--- src/rtl/pwm_pkg.sv ---
// Shared definitions for the PWM fade sequencer.
// Duty width default and FSM state encoding.
package pwm_pkg;

  localparam int DUTY_W_DEF = 4;

  typedef enum logic [1:0] {
    IDLE      = 2'd0,
    RAMP_UP   = 2'd1,
    HOLD      = 2'd2,
    RAMP_DOWN = 2'd3
  } state_t;

endpackage

--- src/rtl/step_tick_gen.sv ---
// Step tick generator: one tick every STEP_CYCLES clocks while enabled.
// The counter is held at zero whenever en is low.
module step_tick_gen #(
  parameter int STEP_CYCLES = 16
) (
  input  logic clk,
  input  logic rst_n,
  input  logic en,
  output logic tick
);

  localparam int CW = (STEP_CYCLES > 1) ? $clog2(STEP_CYCLES) : 1;
  localparam logic [CW-1:0] LAST = CW'(STEP_CYCLES - 1);

  logic [CW-1:0] count;

  always_ff @(posedge clk or negedge rst_n) begin
    if (!rst_n) begin
      count <= '0;
    end else if (!en || count == LAST) begin
      count <= '0;
    end else begin
      count <= count + CW'(1);
    end
  end

  assign tick = en && (count == LAST);

endmodule

--- src/rtl/pwm_fade_ctrl.sv ---
// Fade envelope sequencer feeding duty_cycle of the PWM block.
// Ramp up to a latched peak, hold, ramp down, then stop or loop.
module pwm_fade_ctrl
  import pwm_pkg::*;
#(
  parameter int DUTY_W      = DUTY_W_DEF,
  parameter int STEP_CYCLES = 16,
  parameter int HOLD_STEPS  = 4
) (
  input  logic              clk,
  input  logic              rst_n,
  input  logic              start,
  input  logic              stop,
  input  logic              loop,
  input  logic [DUTY_W-1:0] target_max,
  output logic [DUTY_W-1:0] duty_cycle,
  output logic              busy,
  output logic              done
);

  localparam int HW = (HOLD_STEPS > 1) ? $clog2(HOLD_STEPS) : 1;
  localparam logic [HW-1:0] HOLD_LAST =
    HW'((HOLD_STEPS > 0) ? HOLD_STEPS - 1 : 0);
  localparam state_t PEAK_NEXT =
    (HOLD_STEPS == 0) ? RAMP_DOWN : HOLD;

  state_t            state, state_nxt;
  logic [DUTY_W-1:0] duty_nxt;
  logic [DUTY_W-1:0] max_r, max_nxt;
  logic [HW-1:0]     hold_cnt, hold_nxt;
  logic              stop_pend, pend_nxt;
  logic              done_nxt;
  logic              tick;

  assign busy = (state != IDLE);

  step_tick_gen #(
    .STEP_CYCLES(STEP_CYCLES)
  ) u_tick (
    .clk  (clk),
    .rst_n(rst_n),
    .en   (busy),
    .tick (tick)
  );

  always_ff @(posedge clk or negedge rst_n) begin
    if (!rst_n) begin
      state      <= IDLE;
      duty_cycle <= '0;
      max_r      <= '0;
      hold_cnt   <= '0;
      stop_pend  <= 1'b0;
      done       <= 1'b0;
    end else begin
      state      <= state_nxt;
      duty_cycle <= duty_nxt;
      max_r      <= max_nxt;
      hold_cnt   <= hold_nxt;
      stop_pend  <= pend_nxt;
      done       <= done_nxt;
    end
  end

  always_comb begin
    state_nxt = state;
    duty_nxt  = duty_cycle;
    max_nxt   = max_r;
    hold_nxt  = hold_cnt;
    pend_nxt  = stop_pend;
    done_nxt  = 1'b0;
    unique case (state)
      IDLE: begin
        if (start && !stop) begin
          max_nxt = target_max;
          if (target_max == '0) begin
            done_nxt = 1'b1;
          end else begin
            state_nxt = RAMP_UP;
          end
        end
      end
      RAMP_UP: begin
        // stop outranks a coincident tick; duty holds on that edge
        if (stop) begin
          if (duty_cycle == '0) begin
            state_nxt = IDLE;
            done_nxt  = 1'b1;
            pend_nxt  = 1'b0;
          end else begin
            state_nxt = RAMP_DOWN;
            pend_nxt  = 1'b1;
          end
        end else if (tick) begin
          duty_nxt = duty_cycle + DUTY_W'(1);
          if (duty_nxt == max_r) begin
            state_nxt = PEAK_NEXT;
            hold_nxt  = '0;
          end
        end
      end
      HOLD: begin
        if (stop) begin
          state_nxt = RAMP_DOWN;
          pend_nxt  = 1'b1;
        end else if (tick) begin
          hold_nxt = hold_cnt + HW'(1);
          if (hold_cnt == HOLD_LAST) begin
            state_nxt = RAMP_DOWN;
          end
        end
      end
      RAMP_DOWN: begin
        pend_nxt = stop_pend | stop;
        if (tick) begin
          duty_nxt = duty_cycle - DUTY_W'(1);
          if (duty_nxt == '0) begin
            done_nxt = 1'b1;
            if (loop && !pend_nxt) begin
              max_nxt   = target_max;
              state_nxt = (target_max == '0) ? IDLE : RAMP_UP;
            end else begin
              state_nxt = IDLE;
              pend_nxt  = 1'b0;
            end
          end
        end
      end
      default: state_nxt = IDLE;
    endcase
  end

endmodule

--- config.mk ---
export PLATFORM = sky130hd
export DESIGN_NAME = pwm_fade_ctrl
export DESIGN_NICKNAME = d
export VERILOG_FILES = /design/src/rtl/pwm_pkg.sv /design/src/rtl/step_tick_gen.sv /design/src/rtl/pwm_fade_ctrl.sv
export SDC_FILE = /design/constraint.sdc
export NUM_CORES = 1
export LEC_CHECK = 0
export ABC_AREA = 1
export BUFFER_PORTS_ARGS = -buffer_cell sky130_fd_sc_hd__buf_2
export CAP_MARGIN = 20
export CORE_MARGIN = 2
export CORE_UTILIZATION = 40
export DETAILED_ROUTE_END_ITERATION = 6
export SLEW_MARGIN = 25
export SYNTH_ARGS = -nofsm -noshare
export SYNTH_HDL_FRONTEND = slang
export SYNTH_SLANG_ARGS = --single-unit
export TNS_END_PERCENT = 30
--- constraint.sdc ---
create_clock -name clk -period 2.2 [get_ports clk]
set_input_delay 0.44 -clock clk [delete_from_list [all_inputs] [get_ports clk]]
set_output_delay 0.44 -clock clk [all_outputs]
set_load 0.01 [all_outputs]
==> results.sh <==
export IMPL_outcome="finished, final reports clean"
export IMPL_grt_pass1_vias=922
export IMPL_die_w_um=58.0
export IMPL_area_delta_synth_final_pct=9.32
export IMPL_nNetsFinal=187
export IMPL_totalNegativeSetupSlack_ns=0
export IMPL_drcViolationCount=0
export IMPL_power_leakage_nw=0.642
export IMPL_synth_xor_area_share_pct=3.00
export IMPL_syn_avg_cell_area_um2=7.53
export IMPL_seq_area_frac_synth_pct=38.6
export IMPL_synth_top_family_by_area="simple AND/OR/NAND/NOR gates"
export IMPL_antenna_found_initial=0
export IMPL_drt_iter0_markers=38
export IMPL_fin_area_mm2=0.00128
export IMPL_endpoint_kind="flip-flop"
export IMPL_fmax_mhz=524
export IMPL_p_per_area_mw_per_mm2=1080
export IMPL_clk_pin_slew_worst_paths_ns=0.10
export IMPL_synth_cells=155
export IMPL_worstSetupPathType="flip-flop to flip-flop"
export IMPL_worstHoldPathType="primary input to async pin"
export IMPL_post_cts_resized=0
export IMPL_groute_usage_overall_pct=15.9
export IMPL_tritoncts="yes"
export IMPL_period_share_pct=86.8
export IMPL_max_vdd_ir_drop_v=0.000636
export IMPL_grt_overflow_total=0
export IMPL_wire_per_inst_um=11.6
export IMPL_muxShareOfSynthArea_pct=0
export IMPL_pre_cts_ws_ns=0.321
export IMPL_endpoint="state[0]"
export IMPL_vias_per_cell=4.94
export IMPL_setup_slack_ns=0.290
export IMPL_tightest_slew_ns=0.443
export IMPL_startpoint="duty_cycle[0]"
export IMPL_coreArea_mm2=0.00276
export IMPL_syn_num_nets=170
export IMPL_cap_violations=0
export IMPL_drtPass1Iterations=4
export IMPL_cts_setup_buffers=0
export IMPL_globalplace_congestion=0.872
export IMPL_cp_required_ns=2.38
export IMPL_cp_arrival_ns=2.09
export IMPL_synth_compound_area_share_pct=10.8
export IMPL_yosys_warnings=0
export IMPL_yosys_area_share_adder_pct=6.43
export IMPL_ant_nets=0
export IMPL_die_area_mm2=0.00337
export IMPL_finalHoldViolCount=0
export IMPL_syn_cell_area_mm2=0.00117
export IMPL_portBuffers=14
export IMPL_grt_setup_unrepaired="no"
export IMPL_slew_limit_headroom_pct=70.3
export IMPL_dpl_cell_area_mm2=0.00125
export IMPL_die_y_um=58.0
export IMPL_start_util_pct=42.3
export IMPL_rows=19
export IMPL_grt_max_degree=19
export IMPL_dp_final_hpwl_um=1850
export IMPL_routed_wl_um=2330
export IMPL_finalClockSkew_ns=0.000506
export IMPL_fin_crit_ns=1.91
export IMPL_clock_sinks=18
export IMPL_antennaDiodeCount=0
export IMPL_clock_latency_ns=0.29
export IMPL_grt_pass1_wl_um=4030
export IMPL_critPathLaunchType="flip-flop"
export IMPL_r2r_cells=12
export IMPL_synth_simple_area_share_pct=31.8
export IMPL_pin_count=15
export IMPL_clk_path_buf_depth=2
export IMPL_synth_seq_cells=18
export IMPL_htreeDepth=1
export IMPL_drive_gt1_share_pct=18.2
export IMPL_cts_made_buffers=3
export IMPL_slew_violations=0
export IMPL_finalSetupViolations=0
export IMPL_cts_root_buffer="clkbuf_4"
export IMPL_num_vias=992
export IMPL_timing_rr_start="duty_cycle[0]"
export IMPL_crit_fanout=8
export IMPL_yosysUniqueCellTypes=26
export IMPL_holdBufCountCts=0
export IMPL_r2r_slack_ns=0.29
export IMPL_reg2reg_to="state[0]"
-- worst max-delay path, stage by stage (launching register included) --
cell	delay (ns)
dfrtp_1	0.51
inv_2	0.12
ha_1	0.35
xnor2_1	0.17
nand2_1	0.06
nor2_1	0.11
nand3_1	0.07
nand2_1	0.08
nand2_1	0.05
nand2_1	0.09
nand2_1	0.07
nand2_1	0.06
o21ai_1	0.06
-- logic make-up after synthesis --
kind of cell	count (synthesis)
adder cells (fa/ha/maj)	6
XOR/XNOR	4
flip-flops	18
AND/OR/NAND/NOR	81
AO/OA/AOI/OAI	21
buffers and inverters	25
-- synth_stat cells, drive strengths merged --
cell type | instances | area, µm²
nand2 | 46 | 183
inv | 23 | 86.3
dfrtp | 18 | 450
nor2 | 17 | 73.8
o21ai | 12 | 60.1
nand3 | 11 | 70.1
ha | 6 | 75.1
nand4 | 5 | 31.3
a21oi | 3 | 15.0
buf | 2 | 22.5
o211ai | 2 | 20.0
xnor2 | 2 | 17.5
xor2 | 2 | 17.5
a32oi | 1 | 8.76
nand3b | 1 | 7.51
o21a | 1 | 7.51
o21bai | 1 | 7.51
o31ai | 1 | 7.51
or2 | 1 | 6.26
-- how the worst min path moves through the flow --
stage	start	endpoint	slack [ns]
6_report	rst_n	duty_cycle[1]	0.06
5_1_grt	rst_n	duty_cycle[0]	0.08
4_1_cts	rst_n	done	0.07
3_5_place_dp	rst_n	u_tick.count[0]	0.40
3_3_place_gp	rst_n	duty_cycle[2]	0.39
2_1_floorplan	rst_n	async pin	0.14
-- layout by cell type, fill, tap and decap left out, types with 5 or more instances in the layout --
cell     instances
o21ai_1          5
buf_2           14
dfrtp_1         18
o21ai_0          7
nand3_1          8
ha_1             6
nand2_1         42
nand4_1          5
nor2_1          15
inv_1           19
-- power by group --
group	total, mW	internal (mW)	switching, mW
Clock	0.162	0.0637	0.0987
Combinational	0.661	0.255	0.406
Sequential	0.555	0.442	0.112
Total	1.38	0.761	0.617
-- sequential cells by signal, indices dropped and copies added (netlist names), named ones only --
register / flops
state: 1
u_tick.count: 4
max_r: 4
done: 1
duty_cycle: 4
hold_cnt: 2
stop_pend: 1
-- stage by stage --
stage / util [%] / total power [mW] / hold WS, ns / instances
after floorplan: - / 1.09 / 0.144 / 155
after global placement: 45.5 / 1.21 / 0.394 / 198
after detailed placement: 45.5 / 1.22 / 0.400 / 198
after CTS: 46.3 / 1.39 / 0.0724 / 201
after global routing: 46.3 / 1.51 / 0.0762 / 201
final: 46.3 / 1.38 / 0.0630 / 201
-- area by class of cell --
type | instances | area (µm²)
fillers | 293 | 1480
multi-input cells | 112 | 608
flip-flops and latches | 18 | 450
inverters | 23 | 86.3
repair buffers | 14 | 70.1
well taps | 31 | 38.8
clock buffers | 3 | 22.5
-- per-layer routing --
layer,wire [µm],share of wire [%],vias up,GRT usage (%)
li1,-,-,528,-
met1,1110,48,444,20.7
met2,1080,46,18,25.5
met3,114,4.9,2,4.91
met4,23,0.99,0,4.98
met5,0,0,-,0
No activity file was read; power rests on OpenSTA's default activity.
